## src/rtl/dma_cfg_icb_regs.sv

```systemverilog
// ICB slave register file holding CH_NUM DMA channel banks (SR/CTR/CR/SRC/DST/LEN).
// Define DMA_CFG_IRQ_EN to add the global IRQ_STAT/IRQ_EN bank and the irq output.
module dma_cfg_icb_regs #(
  parameter int unsigned CH_NUM    = 4,
  parameter int unsigned ADDR_W    = 8,
  parameter int unsigned CH_STRIDE = 32
) (
  input  logic                 clk,
  input  logic                 rst_n,
  input  logic                 icb_cmd_valid,
  input  logic                 icb_cmd_read,
  input  logic [31:0]          icb_cmd_addr,
  input  logic [31:0]          icb_cmd_wdata,
  input  logic [3:0]           icb_cmd_wmask,
  output logic                 icb_cmd_ready,
  output logic                 icb_rsp_valid,
  input  logic                 icb_rsp_ready,
  output logic [31:0]          icb_rsp_rdata,
  output logic                 icb_rsp_err,
  input  logic [CH_NUM*8-1:0]  ch_sr,
  output logic [CH_NUM*8-1:0]  ch_ctr,
  output logic [CH_NUM*8-1:0]  ch_cr_pulse,
  output logic [CH_NUM*32-1:0] ch_src,
  output logic [CH_NUM*32-1:0] ch_dst,
  output logic [CH_NUM*32-1:0] ch_len
`ifdef DMA_CFG_IRQ_EN
  ,
  output logic                 irq
`endif
);

  localparam int unsigned OFF_W = $clog2(CH_STRIDE);

  logic        rsp_valid_q, rsp_err_q, rsp_err_d;
  logic [31:0] rsp_rdata_q, rsp_rdata_d;

  logic [7:0]  ctr_q   [CH_NUM];
  logic [7:0]  pulse_q [CH_NUM];
  logic [31:0] src_q   [CH_NUM];
  logic [31:0] dst_q   [CH_NUM];
  logic [31:0] len_q   [CH_NUM];

  logic        hs, aligned, ch_hit, chan_ok, glob_ok, wr_chan;
  logic        sel_sr, sel_ctr, sel_cr, sel_src, sel_dst, sel_len;
  logic [31:0] ch_idx, off;
  logic [7:0]  sr_sel, ctr_sel;
  logic [31:0] src_sel, dst_sel, len_sel;
  logic [CH_NUM-1:0] we_ch;

  logic unused_addr;
  if (ADDR_W < 32) begin : g_unused
    assign unused_addr = ^icb_cmd_addr[31:ADDR_W];
  end else begin : g_all_used
    assign unused_addr = 1'b0;
  end

  assign hs      = icb_cmd_valid & ~rsp_valid_q;
  assign ch_idx  = 32'(icb_cmd_addr[ADDR_W-1:OFF_W]);
  assign off     = 32'(icb_cmd_addr[OFF_W-1:0]);
  assign aligned = (icb_cmd_addr[1:0] == 2'b00);
  assign ch_hit  = (ch_idx < CH_NUM);
  assign sel_sr  = (off == 32'h00);
  assign sel_ctr = (off == 32'h04);
  assign sel_cr  = (off == 32'h08);
  assign sel_src = (off == 32'h0C);
  assign sel_dst = (off == 32'h10);
  assign sel_len = (off == 32'h14);
  assign chan_ok = aligned & ch_hit &
                   (sel_sr | sel_ctr | sel_cr | sel_src | sel_dst | sel_len);

`ifdef DMA_CFG_IRQ_EN
  logic              glob_hit, glob_stat, glob_en, glob_wr, irq_q;
  logic [CH_NUM-1:0] irq_stat_q, irq_stat_d, irq_en_q, irq_en_d;
  logic [CH_NUM-1:0] done_prev_q, done_now, irq_clr;

  assign glob_hit  = aligned & (ch_idx == CH_NUM);
  assign glob_stat = glob_hit & (off == 32'h00);
  assign glob_en   = glob_hit & (off == 32'h04);
  assign glob_ok   = glob_stat | glob_en;
  assign glob_wr   = hs & ~icb_cmd_read & glob_ok & icb_cmd_wmask[0];

  // A done edge in the same cycle as a W1C clear keeps the bit set.
  always_comb begin
    irq_clr  = '0;
    irq_en_d = irq_en_q;
    for (int unsigned c = 0; c < CH_NUM; c++) done_now[c] = ch_sr[c*8+1];
    if (glob_wr) begin
      if (glob_stat) irq_clr = icb_cmd_wdata[CH_NUM-1:0];
      else           irq_en_d = icb_cmd_wdata[CH_NUM-1:0];
    end
    irq_stat_d = (irq_stat_q & ~irq_clr) | (done_now & ~done_prev_q);
  end

  always_ff @(posedge clk or negedge rst_n) begin
    if (!rst_n) begin
      irq_stat_q  <= '0;
      irq_en_q    <= '0;
      done_prev_q <= '0;
      irq_q       <= 1'b0;
    end else begin
      irq_stat_q  <= irq_stat_d;
      irq_en_q    <= irq_en_d;
      done_prev_q <= done_now;
      irq_q       <= |(irq_stat_d & irq_en_d);
    end
  end

  assign irq = irq_q;
`else
  assign glob_ok = 1'b0;
`endif

  always_comb begin
    sr_sel  = '0;
    ctr_sel = '0;
    src_sel = '0;
    dst_sel = '0;
    len_sel = '0;
    for (int unsigned c = 0; c < CH_NUM; c++) begin
      if (ch_idx == c) begin
        sr_sel  = ch_sr[c*8 +: 8];
        ctr_sel = ctr_q[c];
        src_sel = src_q[c];
        dst_sel = dst_q[c];
        len_sel = len_q[c];
      end
    end
  end

  // Busy only protects writes that would actually change a register.
  always_comb begin
    rsp_rdata_d = '0;
    rsp_err_d   = 1'b0;
    wr_chan     = 1'b0;
    if (!chan_ok && !glob_ok) begin
      rsp_err_d = 1'b1;
    end else if (icb_cmd_read) begin
      if (chan_ok) begin
        if (sel_sr)       rsp_rdata_d = {24'b0, sr_sel};
        else if (sel_ctr) rsp_rdata_d = {24'b0, ctr_sel};
        else if (sel_src) rsp_rdata_d = src_sel;
        else if (sel_dst) rsp_rdata_d = dst_sel;
        else if (sel_len) rsp_rdata_d = len_sel;
      end
`ifdef DMA_CFG_IRQ_EN
      else if (glob_stat) rsp_rdata_d = 32'(irq_stat_q);
      else                rsp_rdata_d = 32'(irq_en_q);
`endif
    end else if (chan_ok) begin
      if (sel_sr)                  rsp_err_d = 1'b1;
      else if (sel_cr)             wr_chan   = 1'b1;
      else if (|icb_cmd_wmask) begin
        if (sr_sel[2]) rsp_err_d = 1'b1;
        else           wr_chan   = 1'b1;
      end
    end
  end

  always_comb begin
    for (int unsigned c = 0; c < CH_NUM; c++)
      we_ch[c] = hs & ~icb_cmd_read & wr_chan & (ch_idx == c);
  end

  function automatic logic [31:0] merge_bytes(input logic [31:0] cur,
                                              input logic [31:0] nxt,
                                              input logic [3:0]  m);
    merge_bytes = cur;
    for (int b = 0; b < 4; b++)
      if (m[b]) merge_bytes[b*8 +: 8] = nxt[b*8 +: 8];
  endfunction

  always_ff @(posedge clk or negedge rst_n) begin
    if (!rst_n) begin
      for (int unsigned c = 0; c < CH_NUM; c++) begin
        ctr_q[c]   <= '0;
        pulse_q[c] <= '0;
        src_q[c]   <= '0;
        dst_q[c]   <= '0;
        len_q[c]   <= '0;
      end
    end else begin
      for (int unsigned c = 0; c < CH_NUM; c++) begin
        pulse_q[c] <= '0;
        if (we_ch[c]) begin
          if (sel_ctr && icb_cmd_wmask[0]) ctr_q[c]   <= icb_cmd_wdata[7:0];
          if (sel_cr && icb_cmd_wmask[0])  pulse_q[c] <= icb_cmd_wdata[7:0];
          if (sel_src) src_q[c] <= merge_bytes(src_q[c], icb_cmd_wdata, icb_cmd_wmask);
          if (sel_dst) dst_q[c] <= merge_bytes(dst_q[c], icb_cmd_wdata, icb_cmd_wmask);
          if (sel_len) len_q[c] <= merge_bytes(len_q[c], icb_cmd_wdata, icb_cmd_wmask);
        end
      end
    end
  end

  always_ff @(posedge clk or negedge rst_n) begin
    if (!rst_n) begin
      rsp_valid_q <= 1'b0;
      rsp_rdata_q <= '0;
      rsp_err_q   <= 1'b0;
    end else if (hs) begin
      rsp_valid_q <= 1'b1;
      rsp_rdata_q <= rsp_rdata_d;
      rsp_err_q   <= rsp_err_d;
    end else if (rsp_valid_q && icb_rsp_ready) begin
      rsp_valid_q <= 1'b0;
      rsp_rdata_q <= '0;
      rsp_err_q   <= 1'b0;
    end
  end

  assign icb_cmd_ready = ~rsp_valid_q;
  assign icb_rsp_valid = rsp_valid_q;
  assign icb_rsp_rdata = rsp_rdata_q;
  assign icb_rsp_err   = rsp_err_q;

  for (genvar g = 0; g < CH_NUM; g++) begin : g_pack
    assign ch_ctr[g*8 +: 8]       = ctr_q[g];
    assign ch_cr_pulse[g*8 +: 8]  = pulse_q[g];
    assign ch_src[g*32 +: 32]     = src_q[g];
    assign ch_dst[g*32 +: 32]     = dst_q[g];
    assign ch_len[g*32 +: 32]     = len_q[g];
  end

endmodule
```

## config.mk

```make
export PLATFORM = sky130hd
export DESIGN_NAME = dma_cfg_icb_regs
export DESIGN_NICKNAME = d
export VERILOG_FILES = /design/src/rtl/dma_cfg_icb_regs.sv
export SDC_FILE = /design/constraint.sdc
export NUM_CORES = 1
export LEC_CHECK = 0
export BUFFER_PORTS_ARGS = -buffer_cell sky130_fd_sc_hd__buf_2
export CAP_MARGIN = 5
export CORE_AREA = 2 2 226 228
export DETAILED_ROUTE_END_ITERATION = 10
export DIE_AREA = 0 0 228 230
export GPL_ROUTABILITY_DRIVEN = 1
export PLACE_DENSITY = 0.81
export SYNTH_ARGS = -nofsm -noshare
export SYNTH_HDL_FRONTEND = slang
export SYNTH_SLANG_ARGS = --single-unit
```

## constraint.sdc

```tcl
create_clock -name clk -period 5.6 [get_ports clk]
set_input_delay 0.56 -clock clk [delete_from_list [all_inputs] [get_ports clk]]
set_output_delay 0.56 -clock clk [all_outputs]
set_load 0.03 [all_outputs]
```

After elaboration in Yosys (flattened, before gate mapping)
Index checks and enable logic that the tools add are counted.
{"block": "totals", "input_bits": 105, "ff_bits": 482}
{"block": "classes", "eq_ne": 8, "magnitude_cmp": 1, "muxes": 49, "reduce_logical": 60, "n_bitwise": 16}
{"operator": "$mux W32", "count": 21}
{"operator": "$reduce_and A3 Y1", "count": 48}
{"operator": "$mux W8", "count": 13}
{"operator": "$logic_not A32 Y1", "count": 2}
{"operator": "$mux W1", "count": 15}
{"operator": "$eq A5 B4 Y1 const B", "count": 2}
{"operator": "$eq A5 B5 Y1 const B", "count": 2}
{"operator": "$and A1 B1 Y1", "count": 9}
{"operator": "$reduce_and A2 Y1", "count": 4}
{"operator": "$eq A3 B2 Y1 const B", "count": 2}
{"operator": "$eq A5 B3 Y1 const B", "count": 1}
{"operator": "$or A1 B1 Y1", "count": 5}
{"operator": "$reduce_or A4 Y1", "count": 1}
{"operator": "$eq A3 B1 Y1 const B", "count": 1}
{"operator": "$logic_and A1 B1 Y1", "count": 3}
{"operator": "$lt A3 B3 Y1 const B", "count": 1}
{"operator": "$logic_not A2 Y1", "count": 1}
{"operator": "$not A1 Y1", "count": 2}
{"operator": "$reduce_bool A2 Y1", "count": 1}

Logic depth before layout (Yosys ltp)
Gate-level depths: netlist (run 1).
{"block": "logic_depth", "depth_word": 14, "mapped_depth": 9}

Worst setup path after synthesis (run 1)
OpenSTA, ideal clock, no wires.
{"block": "synth_timing", "kind": "input to register", "startpoint": "in icb_cmd_addr[7]", "endpoint": "reg len_q (netlist bit ch_len[112])", "setup_slack_ns": 2.873, "arrival_ns": 2.602, "t_required_ns": 5.475, "setup_ns": 0.125, "path_stages": 8, "cell_sequence": "buf_2 -> a2111oi_2 -> o2111a_1 -> o211ai_4 -> buf_6 -> buf_12 -> nor3_4 -> mux2_4"}
{"block": "synth_between", "elab_chain_cells": 14, "word_cells_on_any_way": 20}
{"element": "start: declaration", "line": "12", "text": "input logic [31:0] icb_cmd_addr,"}
{"element": "$logic_not A32 Y1", "line": "120", "text": "if (ch_idx == c) begin"}
{"element": "$mux W8 (4 in series)", "line": "120"}
{"element": "$mux W1", "line": "153", "text": "if (sr_sel[2]) rsp_err_d = 1'b1;"}
{"element": "$mux W1", "line": "152", "text": "else if (|icb_cmd_wmask) begin"}
{"element": "$mux W1", "line": "151", "text": "else if (sel_cr) wr_chan = 1'b1;"}
{"element": "$mux W1", "line": "150", "text": "if (sel_sr) rsp_err_d = 1'b1;"}
{"element": "$mux W1", "line": "137", "text": "end else if (icb_cmd_read) begin"}
{"element": "$mux W1", "line": "135", "text": "if (!chan_ok && !glob_ok) begin"}
{"element": "$and A1 B1 Y1", "line": "161", "text": "we_ch[c] = hs & ~icb_cmd_read & wr_chan & (ch_idx == c);"}
{"element": "$and A1 B1 Y1 (*)", "line": "161"}
{"element": "$reduce_and A3 Y1 (no line) (*)"}
{"element": "end signal: indexed assignment", "line": "189", "text": "if (sel_len) len_q[c] <= merge_bytes(len_q[c], icb_cmd_wdata, icb_cmd_wmask);"}
{"element": "end: declaration", "line": "41", "text": "logic [31:0] len_q [CH_NUM];"}
Every way passes the cells marked *; elsewhere a longest branch is shown, timed or not.
A chain may end at the register's enable or synchronous reset.

Final worst setup path (run 1)
{"block": "layout_timing", "startpoint": "in icb_cmd_addr[2]", "endpoint": "reg src_q (netlist bit ch_src[125])"}
{"block": "layout_between", "elab_chain_cells": 11, "word_cells_on_any_way": 19}
{"element": "$logic_not A32 Y1 or $eq A5 B3 Y1 (tied branches)", "line": "62, 63"}
{"element": "$or A1 B1 Y1 (5 in series)", "line": "69", "text": "(sel_sr | sel_ctr | sel_cr | sel_src | sel_dst | sel_len);"}
{"element": "$and A1 B1 Y1", "line": "68", "text": "assign chan_ok = aligned & ch_hit &"}
{"element": "$mux W1", "line": "135"}
{"element": "$and A1 B1 Y1 (2 in series)", "line": "161"}
{"element": "$reduce_and A3 Y1 (no line) (*)"}
{"element": "end signal: indexed assignment", "line": "187", "text": "if (sel_src) src_q[c] <= merge_bytes(src_q[c], icb_cmd_wdata, icb_cmd_wmask);"}
{"element": "end: declaration", "line": "39", "text": "logic [31:0] src_q [CH_NUM];"}
Marked as above.

==> results of run 1 <==
==> metrics by stage <==
stage,hold WS [ps],instances,area (µm²),power [mW]
after floorplan,264,1743,22700,3.78
after global placement,476,2871,26100,4.01
after detailed placement,487,2871,26100,4.02
after CTS,13.1,2961,27800,7.42
after global routing,66.8,2964,27800,7.61
final,26.9,2964,27800,7.39
==> cell usage in the layout, fill, tap and decap left out, types with 3 or more instances in the layout <==
master	count
buf_2	559
dfrtp_1	482
mux2_2	389
a21oi_1	103
nor2_1	79
o21ai_0	78
mux2i_1	71
clkbuf_16	51
a22oi_1	48
a221oi_1	38
nand2_1	32
mux2_4	32
or2_2	27
nor4_1	27
nand2b_1	27
mux4_2	26
buf_4	24
nand3b_1	21
mux2_1	20
nor3_4	18
nor2_2	17
clkbuf_8	15
clkbuf_1	9
clkinv_2	9
nor3_2	8
o22ai_1	7
o41ai_1	7
a32o_1	7
nor2_4	6
or4_1	5
nand3_1	4
or3_1	4
diode_2	3
inv_6	3
bufinv_16	3
==> power breakdown <==
part	switching, mW	total, mW	internal [mW]	leakage, nW
logic	0.357	0.470	0.113	7.25
clock network	1.43	3.43	2.00	0.838
registers	0.00549	3.49	3.49	6.73
total	1.79	7.39	5.61	14.8
==> worst paths after layout <==
check	to	depth (start not counted)
min in group clk	icb_rsp_valid$_DFFE_PN0P_	2
min	ch_src[15]$_DFFE_PN0P_	1
min reg2reg	icb_rsp_rdata[7]$_DFFE_PN0P_	1
max	ch_src[125]$_DFFE_PN0P_	6
max reg2reg	ch_src[125]$_DFFE_PN0P_	7
max in group asynchronous	ch_len[80]$_DFFE_PN0P_	2
==> cells by family after synthesis <==
group,count (synthesis),share of synthesized area
flops,482,0.532
buf+inv,138,0.0248
simple gates,283,0.0770
mux,538,0.281
compound gates,302,0.0852
==> per-layer routing <==
layer	up-vias	share of wire	track usage
li1	7450	-	-
met5	-	0	0
met1	9248	0.38	0.376
met3	241	0.092	0.0778
met4	0	0.047	0.135
met2	1055	0.48	0.506
==> final cells by class <==
class	instances	area share
Antenna cell	3	0.000270
Clock buffer	75	0.0546
Timing Repair Buffer	588	0.110
Inverter	6	0.000810
Sequential cell	482	0.434
Clock inverter	15	0.00581
Multi-Input combinational cell	1123	0.364
Tap cell	672	0.0303
==> state kept, by name, indices dropped and copies added (netlist names) <==
name,flops
ch_cr_pulse,32
ch_len,128
icb_rsp_err,1
icb_rsp_rdata,32
ch_dst,128
icb_rsp_valid,1
ch_src,128
ch_ctr,32
==> worst max-delay path: stages <==
cell and delay (ps):
buf_4 490, clkinv_1 880, nor2_1 590, nand2_1 260
nor3_2 1020, mux2_2 430
==> qor.txt, run 1 <==
Avg WL per Cell - 27.4 µm
CP Launch Type - primary input
Dpl ws - 1360 ps
Worst EP required - 6070 ps
Setup CP Type - in -> reg
Area of the die - 52400 µm²
Pin count of the biggest net entering global routing - 171
Share of post-route cells with drive strength above 1 - 0.526
CP endpoint kind - register
Worst Path Max Fanout - 46
GRT overflow - 0
Vias in the first global route - 18500
Final setup fails - 0
Clock transition at the registers of the reported paths - 60 ps
Util after Layout - 0.557
DR vias/cell - 6.07
Total core area - 49900 µm²
Clock Skew - 21.0 ps
CTS tree - done
Hold-fix buffers at CTS - 0
Largest area contributor in the netlist - dfrtp_1
Post-synth top cells - dfrtp_1 (482), mux2_2 (389), a21oi_1 (104)
H-tree Lvls - 2
Worst slew pin tran - 1300 ps
CTS Sinks - 482
Yosys cell types - 49
Power density cells - 266 nW/µm²
Min Tclk post-route - 3830 ps
DR pass1 iterations - 5
Worst VDD drop - 265 µV
Status - finished, final reports clean
Iter 0 DRT Violations - 1701
Max Cap Violations - 0
Filler instances - 4044
Post-synth EDFFs - 0
Worst setup path startpoint - icb_cmd_addr[2]
Post-route DRC - 0
Max-slew violation count - 0
Hold Vio Cnt, Final - 0
Synth Instances - 1743
P&R area growth vs syn - 22.5%
Clock Latency Late Sink - 600 ps
Achievable frequency - 261 MHz
Worst Path Arrival - 4290 ps
R2R Path Start - icb_rsp_valid$_DFFE_PN0P_
Post-synthesis average cell area - 13.0 µm²
Top Ports - 588
Setup slack, reg-to-reg - 2430 ps
RSZ-0062 raised after global routing - no
Synth top area share - 0.532
Most frequent cell after synthesis - dfrtp_1
Rows - 82
DP HPWL - 56.3 mm
First-pass GRT wire length - 121 mm
Total vias in the final route - 18000
Die X - 228 µm
Top_reg_cell synth - dfrtp_1
Postcts setup bufs - 0
Remaining antenna violation count - 0
Area of the multi-input gates - 10100 µm²
Syn nets - 1848
Initial antenna violation count - 4
Ys async rst share - 1.00
Clk root buf - clkbuf_16
PostCTS Resize Cnt - 0
Total CTS buffers - 50
Worst min-delay path category - in -> async
Total Routing Usage GR - 0.304
Chip height - 230 µm
Post-synthesis register bit count - 482
Cell Area, Synth - 22700 µm²
P_leak - 14.8 nW
Layout Nets - 2356
Rel. slew slack - 0.131
Post-route worst setup slack - 1770 ps
Crit share post-route - 0.683
Sequential cell area - 12100 µm²
Initial core utilization - 0.455
Register area share after synthesis - 0.532
Synth warn - 0
IO Port Bufs - 563
Ranking of synthesized cells by area - dfrtp_1 (53%), mux2_2 (19%), mux2i_1 (3.1%)
Drt total wl - 81.1 mm
Setup TNS - 0 ps
Max clock buf depth - 3
Placer Congestion - 0.921
No activity file was read; power rests on OpenSTA's default activity.
==> run 2, diff against run 1 <==
Settings changed: CORE_AREA 2 2 226 228 to 2 2 227 229, DIE_AREA 0 0 228 230 to 0 0 229 231.
Clock period 5.6 ns to 3.85 ns, I/O delays scaled along.
==> run 2 against run 1 <==
Clock power increased by 40%. Clock-buffer cell count unchanged. Register-to-register slack got worse by 1500 ps. Clock skew decreased by 1.1 ps. Design area increased by 0.82%. First-iteration DRC count decreased by 9.8%. Routed wire length increased by 0.30%. Critical path type is now reg -> reg. Critical endpoint is now ch_src[96]$_DFFE_PN0P_.
==> qor.txt, run 2 (synthesized netlist as in run 1, its figures left out) <==
Status - finished, final reports clean
Worst min-delay path category - in -> reg
P_int - 8.06 mW
Max incr delay on CP - 710 ps
Switching share of power - 0.239
Dpl ws - 589 ps
Max clock buf depth - 3
Total core area - 50700 µm²
Worst Path Arrival - 3340 ps
Iter 0 DRT Violations - 1534
Crit path cell chain - nor2b_1 > buf_4 > o2111a_1 > o211ai_4 > buf_12 > nor3_2 > mux2_2
Setup CP Type - reg -> reg
Top Ports - 588
Chip height - 231 µm
Switch Pwr - 2.53 mW
Die X - 229 µm
Worst R2R Path Depth - 7
RSZ-0062 raised after global routing - no
Crit-path leading delay family - simple AND/OR/NAND/NOR gates
Bufs and invs on worst path - 2
Power density cells - 378 nW/µm²
Commonest non-fill, non-tap cells in the layout - buf_2 (559), dfrtp_1 (482), mux2_2 (389)
CP Launch Type - register
Clock transition at the registers of the reported paths - 60 ps
Total vias in the final route - 18100
DR pass1 iterations - 6
PostCTS Resize Cnt - 0
Non-filler cells, final - 2998
CTS tree - done
Share of post-route cells with drive strength above 1 - 0.530
H-tree Lvls - 2
Clock Latency Late Sink - 590 ps
Setup TNS - 0 ps
Worst path depth - 7
Area of the die - 52900 µm²
Max Cap Violations - 0
Postcts setup bufs - 0
Clk root buf - clkbuf_16
Rows - 83
Final setup fails - 0
Worst Path Max Fanout - 20
Worst hold slack - 48.0 ps
CTS Sinks - 482
Vias in the first global route - 18700
Hold-fix buffers at CTS - 1
DR vias/cell - 6.05
Hold Vio Cnt, Final - 0
Layout Nets - 2384
Worst VDD drop - 415 µV
IO Port Bufs - 563
Min Tclk post-route - 2900 ps
Sequential power share - 0.480
Placer Congestion - 0.894
Slowest CP cell - nor3_2
P_leak - 15.0 nW
Crit share post-route - 0.752
Post-route worst setup slack - 953 ps
GRT overflow - 0
P&R area growth vs syn - 23.5%
Placed insts - 2907
Remaining antenna violation count - 0
Total CTS buffers - 49
Initial core utilization - 0.448
Pin count of the biggest net entering global routing - 114
CP endpoint kind - register
Most common cell after layout, fill and taps aside - buf_2
First-pass GRT wire length - 120 mm
Hold path cells - 2
Post-route DRC - 0
Total Routing Usage GR - 0.301
DP HPWL - 57.5 mm
Max-slew violation count - 0
Drt total wl - 81.3 mm
Clock Skew - 19.9 ps
Comb power frac - 0.066
Total power - 10.6 mW
Rel. slew slack - 0.215
Initial antenna violation count - 2
Worst EP required - 4290 ps
Worst slew pin tran - 1170 ps
Avg WL per Cell - 27.1 µm
Clock Power Share - 0.454
Achievable frequency - 345 MHz
==> run 2: cell count changes in the layout (fill, tap and decap cells not counted), moves of 2 or more <==
cell / delta
clkinv_2: -2
buf_4: +23
clkbuf_1: +6
buf_12: +5
clkbuf_8: -6
==> run 2: cell type report <==
class | instances | area, µm²
fillers | 4118 | 22700
flip-flops and latches | 482 | 12100
multi-input cells | 1123 | 10100
repair buffers | 617 | 3340
clock buffers | 75 | 1460
well taps | 680 | 851
clock inverters | 13 | 151
inverters | 6 | 22.5
diodes | 2 | 5.00
==> run 2: power by group through the flow <==
stage	clock, mW	combinational, mW	sequential (mW)
2_1_floorplan	0	0.312	5.19
3_3_place_gp	0	0.668	5.17
3_5_place_dp	0	0.685	5.17
4_1_cts	4.85	0.689	5.08
5_1_grt	5.06	0.747	5.08
6_report	4.81	0.697	5.08
==> run 2: final timing paths <==
kind                                              start                           end  slack (ps)
max                           icb_rsp_valid$_DFFE_PN0P_        ch_src[96]$_DFFE_PN0P_         950
min                                       icb_rsp_ready     icb_rsp_valid$_DFFE_PN0P_          50
max reg2reg                   icb_rsp_valid$_DFFE_PN0P_        ch_src[96]$_DFFE_PN0P_         950
min reg2reg                icb_rsp_rdata[3]$_DFFE_PN0P_  icb_rsp_rdata[3]$_DFFE_PN0P_         500
max in group asynchronous                         rst_n        ch_src[66]$_DFFE_PN0P_        2190
min in group asynchronous                         rst_n        ch_len[70]$_DFFE_PN0P_         550
==> run 2: per-layer routing <==
metal	wire length [µm]	up-vias	track usage
li1	-	7532	-
met5	0	-	0
met3	7230	256	0.0750
met4	4080	0	0.144
met1	30400	9219	0.366
met2	39600	1129	0.504
==> run 2: worst reg2reg max path: stages (launching register included) <==
cell and delay (ps):
dfrtp_1 450, nor2b_1 140, buf_4 160, o2111a_1 380
o211ai_4 250, buf_12 250, nor3_2 720, mux2_2 420
==> run 2: metrics by stage <==
stage	area (µm²)	util
finish	28000	0.553
global route	28000	0.553
CTS	28000	0.553
detailed placement	26400	0.521
global placement	26400	0.521
floorplan	22700	-
==> run 3, diff against run 2 <==
Clock period 3.85 ns to 2.8 ns, I/O delays scaled along.
==> run 3 against run 2 <==
Routed wire length is 2.2% higher. Via count is 1.9% higher. Utilization is 2.3 points higher. Critical path type unchanged.
==> qor.txt, run 3 (synthesized netlist as in run 1, its figures left out) <==
Setup TNS - 0 ps
Hold Vio Cnt, Final - 0
RSZ-0062 raised after global routing - no
Non-filler cells, final - 3078
P&R area growth vs syn - 28.6%
P_leak - 15.5 nW
Initial core utilization - 0.448
Crit share post-route - 0.924
Pin count of the biggest net entering global routing - 84
Routed wl met3 - 7.05 mm
Total power - 15.1 mW
CP Launch Type - register
Layout Nets - 2463
Most common cell after layout, fill and taps aside - buf_2
Initial antenna violation count - 1
Worst slew pin tran - 886 ps
Max-slew violation count - 0
CTS tree - done
Rel. slew slack - 0.408
H-tree Lvls - 2
Hold path cells - 2
Setup CP Type - reg -> reg
Clock transition at the registers of the reported paths - 60 ps
Worst VDD drop - 494 µV
GRT overflow - 0
Placed insts - 2982
Power density cells - 518 nW/µm²
Routed wl met2 - 40.3 mm
CP endpoint kind - register
Chip height - 231 µm
Worst Path Max Fanout - 13
Total CTS buffers - 51
Share of post-route cells with drive strength above 1 - 0.546
Drt total wl - 83.1 mm
Worst min-delay path category - in -> reg
Util after Layout - 0.576
Worst Path Arrival - 3050 ps
Total vias in the final route - 18500
R2R Path Start - icb_rsp_valid$_DFFE_PN0P_
Remaining antenna violation count - 0
Max clock buf depth - 3
Clock Latency Late Sink - 600 ps
Clk root buf - clkbuf_16
Max layer used - met4
CTS Sinks - 482
Worst Hold Launch - icb_cmd_wdata[12]
Final setup fails - 0
Area of the die - 52900 µm²
Hold Path End - ch_len[76]$_DFFE_PN0P_
DP HPWL - 59.3 mm
Total core area - 50700 µm²
Total Routing Usage GR - 0.309
Max Cap Violations - 0
Commonest non-fill, non-tap cells in the layout - buf_2 (559), dfrtp_1 (482), mux2_2 (389)
Post-route DRC - 0
Met1 wire length - 30.8 mm
Status - finished, final reports clean
Avg WL per Cell - 27.0 µm
IO Port Bufs - 563
DR vias/cell - 6.01
Iter 0 DRT Violations - 1671
Worst R2R Path Depth - 7
Clock Skew - 13.9 ps
Rows - 83
Worst hold slack - 62.3 ps
Worst reg2reg path endpoint - ch_dst[71]$_DFFE_PN0P_
DR pass1 iterations - 6
Placer Congestion - 0.935
Min Tclk post-route - 2590 ps
Die X - 229 µm
Achievable frequency - 387 MHz
Worst EP required - 3270 ps
First-pass GRT wire length - 123 mm
Vias in the first global route - 19200
PostCTS Resize Cnt - 0
Setup slack, reg-to-reg - 210 ps
Top Ports - 588
-- run 3: timing repair --
action / CTS / global route
buffers inserted: 0 / 0
hold buffers: 3 / 0
hold endpoints to repair: 69 / 0
-- run 3: worst max-delay path by stage --
stage / startpoint / to / depth (start not counted)
floorplan: icb_cmd_addr[7] / ch_len[112]$_DFFE_PN0P_ / 8
global placement: icb_cmd_addr[4] / ch_src[46]$_DFFE_PN0P_ / 9
detailed placement: icb_cmd_addr[4] / ch_len[47]$_DFFE_PN0P_ / 9
CTS: icb_rsp_valid$_DFFE_PN0P_ / ch_dst[71]$_DFFE_PN0P_ / 7
global route: icb_rsp_valid$_DFFE_PN0P_ / ch_dst[71]$_DFFE_PN0P_ / 7
finish: icb_rsp_valid$_DFFE_PN0P_ / ch_dst[71]$_DFFE_PN0P_ / 7
-- run 3: routing by layer --
layer / vias to the layer above / GRT usage
met5: - / 0
met4: 0 / 0.169
met3: 299 / 0.0720
met2: 1154 / 0.516
met1: 9353 / 0.370
li1: 7682 / -
-- run 3: worst max-delay path: stages, from the launching register on --
cell and delay [ps]:
dfrtp_1 460, nor2b_1 270, o2111a_1 380, o211ai_4 160, buf_12 190, buf_4 170
nor3_4 430, mux2_2 400
-- run 3: where the power goes --
group / internal, mW / switching, mW / leakage (nW)
registers: 6.98 / 0.0110 / 6.73
clock network: 4.25 / 2.87 / 0.861
logic: 0.284 / 0.734 / 7.92
-- run 3: area by class of cell --
cell class              instances  area, µm²
well taps                     680        851
fillers                      4058      21500
clock buffers                  72       1450
inverters                       6       22.5
flip-flops and latches        482      12100
multi-input cells            1123      10100
repair buffers                694       4350
clock inverters                20        305
diodes                          1       2.50
-- run 3: per-stage QoR --
stage                     area, µm²  setup slack (ps)
after detailed placement      27400              6.38
after global placement        27400               103
after CTS                     29200               156
final                         29200               214
after global routing          29200               111
after floorplan               22700               353
